## config.mk

```make
export PLATFORM = sky130hd
export DESIGN_NAME = reg_scoreboard
export DESIGN_NICKNAME = d
export VERILOG_FILES = /design/src/rtl/reg_scoreboard.sv
export SDC_FILE = /design/constraint.sdc
export NUM_CORES = 1
export LEC_CHECK = 0
export BUFFER_PORTS_ARGS = -buffer_cell sky130_fd_sc_hd__buf_2
export CORE_ASPECT_RATIO = 1.1
export CORE_MARGIN = 2
export CORE_UTILIZATION = 45
export CTS_CLUSTER_SIZE = 12
export DETAILED_ROUTE_END_ITERATION = 7
export PLACE_DENSITY_LB_ADDON = 0.25
export SETUP_SLACK_MARGIN = 0.1
export SLEW_MARGIN = 25
export SYNTH_ARGS = -nofsm -noshare
export SYNTH_HDL_FRONTEND = slang
export SYNTH_SLANG_ARGS = --single-unit
```

## constraint.sdc

```tcl
create_clock -name i_clk -period 5.34 [get_ports i_clk]
set_clock_uncertainty 0.2 [all_clocks]
set_input_delay 0.267 -clock i_clk [delete_from_list [all_inputs] [get_ports i_clk]]
set_output_delay 0.267 -clock i_clk [all_outputs]
set_load 0.03 [all_outputs]
```

## src/rtl/reg_scoreboard.sv

```systemverilog
// Purpose: per-register in-flight write tracker (EX/MEM/WB stage mask + load flag) for the 5-stage RV32I core.
// Latency: o_stall is combinational from held state; o_fwd_a/o_fwd_b/o_busy reflect state one edge after issue.
// Backpressure: i_pipe_en = 0 freezes every flop; o_stall is still evaluated from the frozen state.
//
// Ports:
//   i_clk, i_rst            - core clock, synchronous active-high reset
//   i_pipe_en, i_ex_flush   - global advance enable, EX-resolved branch squash
//   i_id_*                  - ID-stage instruction: valid, rd write/load/address, rs1/rs2 use and address
//   o_stall                 - load-use stall for the ID instruction
//   o_fwd_a, o_fwd_b        - registered EX operand selects (10 = MEM, 01 = WB, 00 = regfile)
//   o_busy                  - per-register "write in flight" flags
module reg_scoreboard #(
  parameter int NREG = 32,
  parameter int AW   = 5
) (
  input  logic            i_clk,
  input  logic            i_rst,
  input  logic            i_pipe_en,
  input  logic            i_ex_flush,
  input  logic            i_id_valid,
  input  logic            i_id_rd_wren,
  input  logic            i_id_is_load,
  input  logic [AW-1:0]   i_id_rd_addr,
  input  logic            i_id_is_rs1,
  input  logic [AW-1:0]   i_id_rs1_addr,
  input  logic            i_id_is_rs2,
  input  logic [AW-1:0]   i_id_rs2_addr,
  output logic            o_stall,
  output logic [1:0]      o_fwd_a,
  output logic [1:0]      o_fwd_b,
  output logic [NREG-1:0] o_busy
);

  // stg bit0 = writer in EX, bit1 = in MEM, bit2 = in WB; ld marks the same slots for loads.
  logic [NREG-1:0][2:0] stg_q, stg_d;
  logic [NREG-1:0][2:0] ld_q,  ld_d;
  logic [1:0]           fwd_a_q, fwd_a_d;
  logic [1:0]           fwd_b_q, fwd_b_d;

  logic [NREG-1:0] rd_dec;
  logic [1:0]      rs1_stg, rs2_stg;
  logic            rs1_ld, rs2_ld;
  logic            hit1, hit2, stall, issue, id_adv;
  logic            rs1_used, rs2_used;
  // The load flag of a WB writer only shifts out; it never influences a decision.
  logic [NREG-1:0] ld_wb_unused;

  // Youngest writer wins: EX producer will sit in MEM when the consumer reaches EX.
  function automatic logic [1:0] fwd_sel(input logic [1:0] s);
    if (s[0])      return 2'b10;
    else if (s[1]) return 2'b01;
    else           return 2'b00;
  endfunction

  always_comb begin
    rs1_stg  = stg_q[i_id_rs1_addr][1:0];
    rs2_stg  = stg_q[i_id_rs2_addr][1:0];
    rs1_ld   = ld_q[i_id_rs1_addr][0];
    rs2_ld   = ld_q[i_id_rs2_addr][0];
    rs1_used = i_id_is_rs1 & (i_id_rs1_addr != '0);
    rs2_used = i_id_is_rs2 & (i_id_rs2_addr != '0);

    // Only a load still in EX is unforwardable into the next EX.
    hit1  = rs1_used & rs1_stg[0] & rs1_ld;
    hit2  = rs2_used & rs2_stg[0] & rs2_ld;
    // A flush squashes the consumer, so it must never stall.
    stall = (hit1 | hit2) & i_id_valid & ~i_ex_flush;

    issue  = i_id_valid & i_id_rd_wren & (i_id_rd_addr != '0) & ~stall & ~i_ex_flush;
    id_adv = i_id_valid & ~stall & ~i_ex_flush;
    rd_dec = issue ? ({{(NREG-1){1'b0}}, 1'b1} << i_id_rd_addr) : '0;
  end

  always_comb begin
    stg_d        = stg_q;
    ld_d         = ld_q;
    fwd_a_d      = fwd_a_q;
    fwd_b_d      = fwd_b_q;
    ld_wb_unused = '0;
    for (int r = 0; r < NREG; r++) begin
      ld_wb_unused[r] = ld_q[r][2];
    end
    if (i_pipe_en) begin
      // Each writer keeps its own slot, so back-to-back writers to one rd coexist.
      // The flush kills only the EX slot; bit2 falls off as the WB write retires.
      for (int r = 0; r < NREG; r++) begin
        stg_d[r] = {stg_q[r][1], stg_q[r][0] & ~i_ex_flush, rd_dec[r]};
        ld_d[r]  = {ld_q[r][1],  ld_q[r][0]  & ~i_ex_flush, rd_dec[r] & i_id_is_load};
      end
      // A bubble enters EX whenever ID does not advance.
      fwd_a_d = (id_adv & rs1_used) ? fwd_sel(rs1_stg) : 2'b00;
      fwd_b_d = (id_adv & rs2_used) ? fwd_sel(rs2_stg) : 2'b00;
    end
  end

  always_ff @(posedge i_clk) begin
    if (i_rst) begin
      stg_q   <= '0;
      ld_q    <= '0;
      fwd_a_q <= 2'b00;
      fwd_b_q <= 2'b00;
    end else begin
      stg_q   <= stg_d;
      ld_q    <= ld_d;
      fwd_a_q <= fwd_a_d;
      fwd_b_q <= fwd_b_d;
    end
  end

  always_comb begin
    o_busy = '0;
    for (int r = 0; r < NREG; r++) begin
      o_busy[r] = |stg_q[r];
    end
  end

  assign o_stall = stall;
  assign o_fwd_a = fwd_a_q;
  assign o_fwd_b = fwd_b_q;

endmodule
```

==> metrics.txt, run 1 <==
Post-Place Cells=844; Sw Pwr=0.519 mW; via count=5375; Antenna diodes=0; Resized cells post-CTS=0; Netlist Area Pre-Place=6520 um^2; total CTS buffers=17; Fmax=between 200 and 300 MHz; cell count after synthesis=639; Routed Antenna Nets=0; Clock Latency Late Sink=0.42 ns; r2r setup slk=2.20 ns; CP max stage cell=o22ai_4; VDD IR max=0.000243 V; FFs w/ async S/R, synth=0%; Root Buffer=clkbuf_16; syn_area_per_cell=10.2 um^2; relative slew slack=44.7%; DRC viols=0; Pre-Repair DR Iteration Count=5; RSZ-0062 raised after global routing=false; Multi-input gate area=~3600 um^2; Unique masters post-synth=46; final WL=around 18 mm; max-cap viol count=0; dpl cell area=6870 um^2; Arr. time, crit path=3.12 ns; first-pass GRT wire length=28.6 mm; Tightest Hold Check Type=in -> reg; max-slew violation count=0; largest net degree at the start of global routing=52; Synth area leaders=dfxtp_1 (41%), mux4_2 (14%), mux2i_1 (10%), o31ai_1 (5.8%), nand2_1 (5.1%); CTS sink count=about 130; H-tree Lvls=4; Main synth FF type=dfxtp_1; met3 WL=1.26 mm; placeable core region=between 10000 and 15000 um^2; Global Route Usage Sum=24.1%; layout cell share with drive strength beyond 1=around 22%; crit share post-route=67.2%; startpoint class of the critical path=flip-flop; WL met1=around 7.6 mm; Total Die Area=15500 um^2; Post-synth top cells=dfxtp_1 (132), nand2_1 (88), mux2i_1 (66); Starting Density=roughly 46%; Req. time, crit path=4.87 ns; die height=around 130 um; sequential power share=45.1%; yosys warns=0; outcome=complete, no violations; global route overflow=0; vias in the first global route=around 5200; Combinational Power Share=6.7%; average wire per standard cell=20.5 um; synth-to-layout area growth=14.2%; Final Instance Area=7440 um^2; fin cells=between 800 and 900; worst slew pin tran=slightly above 0.8 ns; share of the synthesized area in the top cell type=around 40%; CP peak stage delay=approximately 0.7 ns; Sw Ratio=23.8%; TNS Setup=0 ns; top cell type by total area after synthesis=dfxtp_1; Crit Path Class=reg -> out; gp weighted congestion=0.898; die width=119 um; Power Dens Cells=294 nW/um^2; syn_nets=~660; drt first-iter violations=around 570; Filler cells=1337; clk buf depth=2; top-count cell post-synth=dfxtp_1; met2 wire len=8.75 mm; min cycle time layout=3.59 ns; row cnt=between 40 and 50; Final Hold Fails=0; Detailed Place HPWL=12.7 mm; P_int=between 1.5 and 2 mW; top sig layer=met4; Reg clk slew, reported paths=0.05 ns; clock power share=roughly 48%; fin util=52.1%; cells traversed along the worst timing path=mux2i_1 > mux4_2 > a22oi_1 > nand3b_1 > o22ai_4 > and3b_1 > buf_2; Final Net Count=~700; initial antenna violation count=0; Synth Register Bits=132; CTS tree=done; Leak=2.99 nW; Vias/cell=between 6 and 7; CP Max Fanout=32; register area=between 2000 and 3000 um^2; port bufs=60; Post-synth EDFFs=0; CP endpoint kind=output port; sequential fraction of the synthesis area=40.5%; Finish-stage setup viols=0; I/O Pins=61
-- worst max-delay path, delay by kind of cell (launching register included) --
family / cells / cell delay [ns]
AOI/OAI and AO/OA: 2 / 0.93
buffers and inverters: 1 / 0.19
DFF: 1 / 0.46
and+or+nand+nor: 2 / 0.50
muxes: 2 / 0.61
-- kinds of logic (layout without fill, tap and decap cells) --
logic type             after synthesis  after routing  synth area share, %
buffers and inverters               55            101                 3.95
AOI/OAI and AO/OA                  124            124                 14.5
muxes                              109            109                 24.6
DFF                                132            132                 40.5
and+or+nand+nor                    219            219                 16.3
-- power by group through the flow --
stage / Sequential, mW / Combinational [mW] / Clock [mW]
after floorplan: 1.01 / 0.106 / 0
after global placement: 1.01 / 0.142 / 0
after detailed placement: 1.01 / 0.143 / 0
after CTS: 0.987 / 0.144 / 1.07
after global routing: 0.986 / 0.156 / 1.11
final: 0.987 / 0.147 / 1.05
-- state kept, by name (all words and copies together), names as in the netlist --
name	cells
ld_q	32
o_fwd_a	2
o_fwd_b	2
stg_q	96
-- metrics by stage --
stage | hold WS (ns) | setup slack [ns] | power [mW]
2_1_floorplan | 0.236 | 2.52 | 1.11
3_3_place_gp | 0.241 | 1.84 | 1.15
3_5_place_dp | 0.248 | 1.78 | 1.15
4_1_cts | 0.0118 | 1.76 | 2.20
5_1_grt | 0.0498 | 1.60 | 2.26
6_report | 0.0318 | 1.75 | 2.19
-- layout by cell type (no fill, tap or decap), types with 4 or more instances in the layout --
cell type,instances
and3b_1,4
nand3b_1,4
nand4_1,5
nor3b_1,4
clkbuf_16,17
o31ai_1,50
nand3_1,7
mux4_2,41
nand2_1,88
nor2_1,44
nor2b_1,5
buf_4,6
clkinvlp_4,4
or3_1,38
a21oi_1,4
mux2i_1,66
dfxtp_1,132
a22o_1,32
clkbuf_8,4
buf_2,60
o21ai_0,17
clkinv_2,5
-- final timing paths --
kind,from,endpoint,cells past startpoint
worst max-delay path,stg_q[48],o_stall,7
worst max register to register,stg_q[48],stg_q[51],7
worst min register to register,o_fwd_b[0],o_fwd_b[0],2
worst min-delay path,i_id_rd_addr[4],stg_q[90],3
-- timing repair --
item	in CTS	in global routing
hold buffers	1	0
setup buffers	0	0
endpoints found under the hold margin	1	0
-- area by class of cell --
cell class	count	area share, %
clock buffers	22	6.51
clock inverters	9	0.740
inverters	2	0.101
multi-input cells	452	48.9
flip-flops and latches	132	35.5
well taps	192	3.23
repair buffers	68	5.04
-- per-layer routing --
metal | vias up | track usage (%)
met5 | - | 0
met4 | 0 | 10.2
met3 | 38 | 6.29
met2 | 231 | 39.7
met1 | 2639 | 30.2
li1 | 2467 | -
Power figures use the tool's default switching activity.
==> run 2: changes to the inputs <==
Clock period 5.34 ns to 3.6 ns, I/O delays scaled along.
==> run 2 against run 1 <==
Net effect:
- global-route usage rose by 0.30 points
- sequential cell count is the same
- non-clock buffer count up 9
- critical endpoint unchanged
- sequential power is 48% higher
- first-iteration DRC count down 24%
- sequential share of layout area fell by 0.67 points
- register-to-register slack worse by 1.6 ns
- combinational power up 54%
- via count up 0.80%
==> metrics.txt, run 2 (same netlist as run 1, synthesis figures left out) <==
outcome=complete, no violations; fin cells=between 800 and 900; layout cell share with drive strength beyond 1=22.3%; global route overflow=0; relative slew slack=60.0%; Post-CTS Setup Inserts=0; initial antenna violation count=0; Final Hold Fails=0; first-pass GRT wire length=29.0 mm; clk buf depth=2; average wire per standard cell=20.8 um; Crit Path Class=reg -> out; die height=130 um; RSZ-0062 raised after global routing=false; via count=between 5000 and 6000; Power Dens Cells=about 460 nW/um^2; Starting Density=45.7%; H-tree Lvls=4; drt first-iter violations=roughly 430; Largest Register=stg_q; Reg clk slew, reported paths=0.06 ns; worst slew pin tran=0.599 ns; dpl cell area=6910 um^2; Global Route Usage Sum=24.4%; Clock Latency Late Sink=0.42 ns; hold_ws=approximately 0.022 ns; TNS Setup=0 ns; row cnt=46; Total Die Area=~15000 um^2; placeable core region=14300 um^2; Root Buffer=clkbuf_16; synth-to-layout area growth=16.4%; CTS sink count=132; vias in the first global route=5207; Detailed Place HPWL=12.9 mm; min cycle time layout=3.39 ns; Leak=3.06 nW; most common cell after layout, fill and taps aside=dfxtp_1; total CTS buffers=17; Pre-Repair DR Iteration Count=5; gp weighted congestion=between 0.8 and 0.9; max-slew violation count=0; Post-Place Cells=roughly 850; DRC viols=0; Finish-stage setup viols=0; biggest regs=stg_q x96, ld_q x32; Vias/cell=slightly above 6; CTS tree=done; VDD IR max=0.000336 V; CP Max Fanout=21; Req. time, crit path=3.22 ns; Largest register FFs=96; port bufs=60; Routed Antenna Nets=0; Final Instance Area=between 7000 and 8000 um^2; die width=approximately 120 um; Final Net Count=706; commonest cells after routing, fill and taps aside=dfxtp_1 (132), nand2_1 (88), mux2i_1 (66); Antenna diodes=0; I/O Pins=61; max-cap viol count=0; Tightest Hold Check Type=in -> reg; startpoint class of the critical path=flip-flop; Fmax=295 MHz; Arr. time, crit path=3.01 ns; crit share post-route=94.1%; CP endpoint kind=output port; largest net degree at the start of global routing=between 50 and 60; final WL=18.5 mm
==> run 2: cell count changes in the layout (fill, tap and decap cells not counted), sizes merged <==
cell and change:
clkinvlp -1, dlygate4sd3 +5, clkbuf +2, buf +4
bufinv +3, clkinv -3
==> run 2: path summary, 6_finish.rpt <==
path / startpoint / endpoint / slack, ns / depth (start not counted)
max: stg_q[69] / o_stall / 0.21 / 7
min: i_id_is_rs1 / o_fwd_a[0] / 0.02 / 4
max reg2reg: stg_q[69] / stg_q[66] / 0.63 / 7
min reg2reg: o_fwd_a[1] / o_fwd_a[1] / 0.26 / 2
==> run 2: repair_timing <==
item,CTS,global route
resized for setup,0,0
hold buffers,6,0
hold endpoints to repair,25,0
==> run 2: worst max-delay path: stages, from the launching register on <==
cell and delay (ns):
dfxtp_1 0.47, mux2i_1 0.12, mux4_2 0.51, a22oi_1 0.27, nand3b_1 0.24, o22ai_4 0.52
and3b_1 0.25, buf_2 0.19
==> run 2: cell type report <==
type	instances	area [um^2]
Timing Repair Buffer	77	443
Multi-Input combinational cell	452	3640
Clock buffer	24	492
Sequential cell	132	2640
Inverter	2	7.51
Clock inverter	8	123
Tap cell	192	240
Fill cell	1327	6690
==> run 2: layer usage <==
| layer | routed length, um | track usage (%) |
|---|---|---|
| met1 | 7860 | 30.9 |
| met2 | 9230 | 41.7 |
| met3 | 973 | 4.02 |
| met4 | 404 | 10.0 |
| met5 | 0 | 0 |
==> run 2: where the power goes <==
part / internal (mW) / total [mW] / switching (mW)
Sequential: 1.46 / 1.46 / 0.00127
Combinational: 0.0746 / 0.227 / 0.153
Clock: 1.16 / 1.77 / 0.613
==> run 2: through the flow <==
| step | setup WS (ns) | utilization, % | power [mW] |
|---|---|---|---|
| floorplan | 0.953 | - | 1.65 |
| finish | 0.212 | 53.1 | 3.46 |
| detailed placement | 0.481 | 48.4 | 1.72 |
| CTS | 0.248 | 53.1 | 3.48 |
| global route | 0.100 | 53.1 | 3.57 |
| global placement | 0.509 | 48.4 | 1.71 |
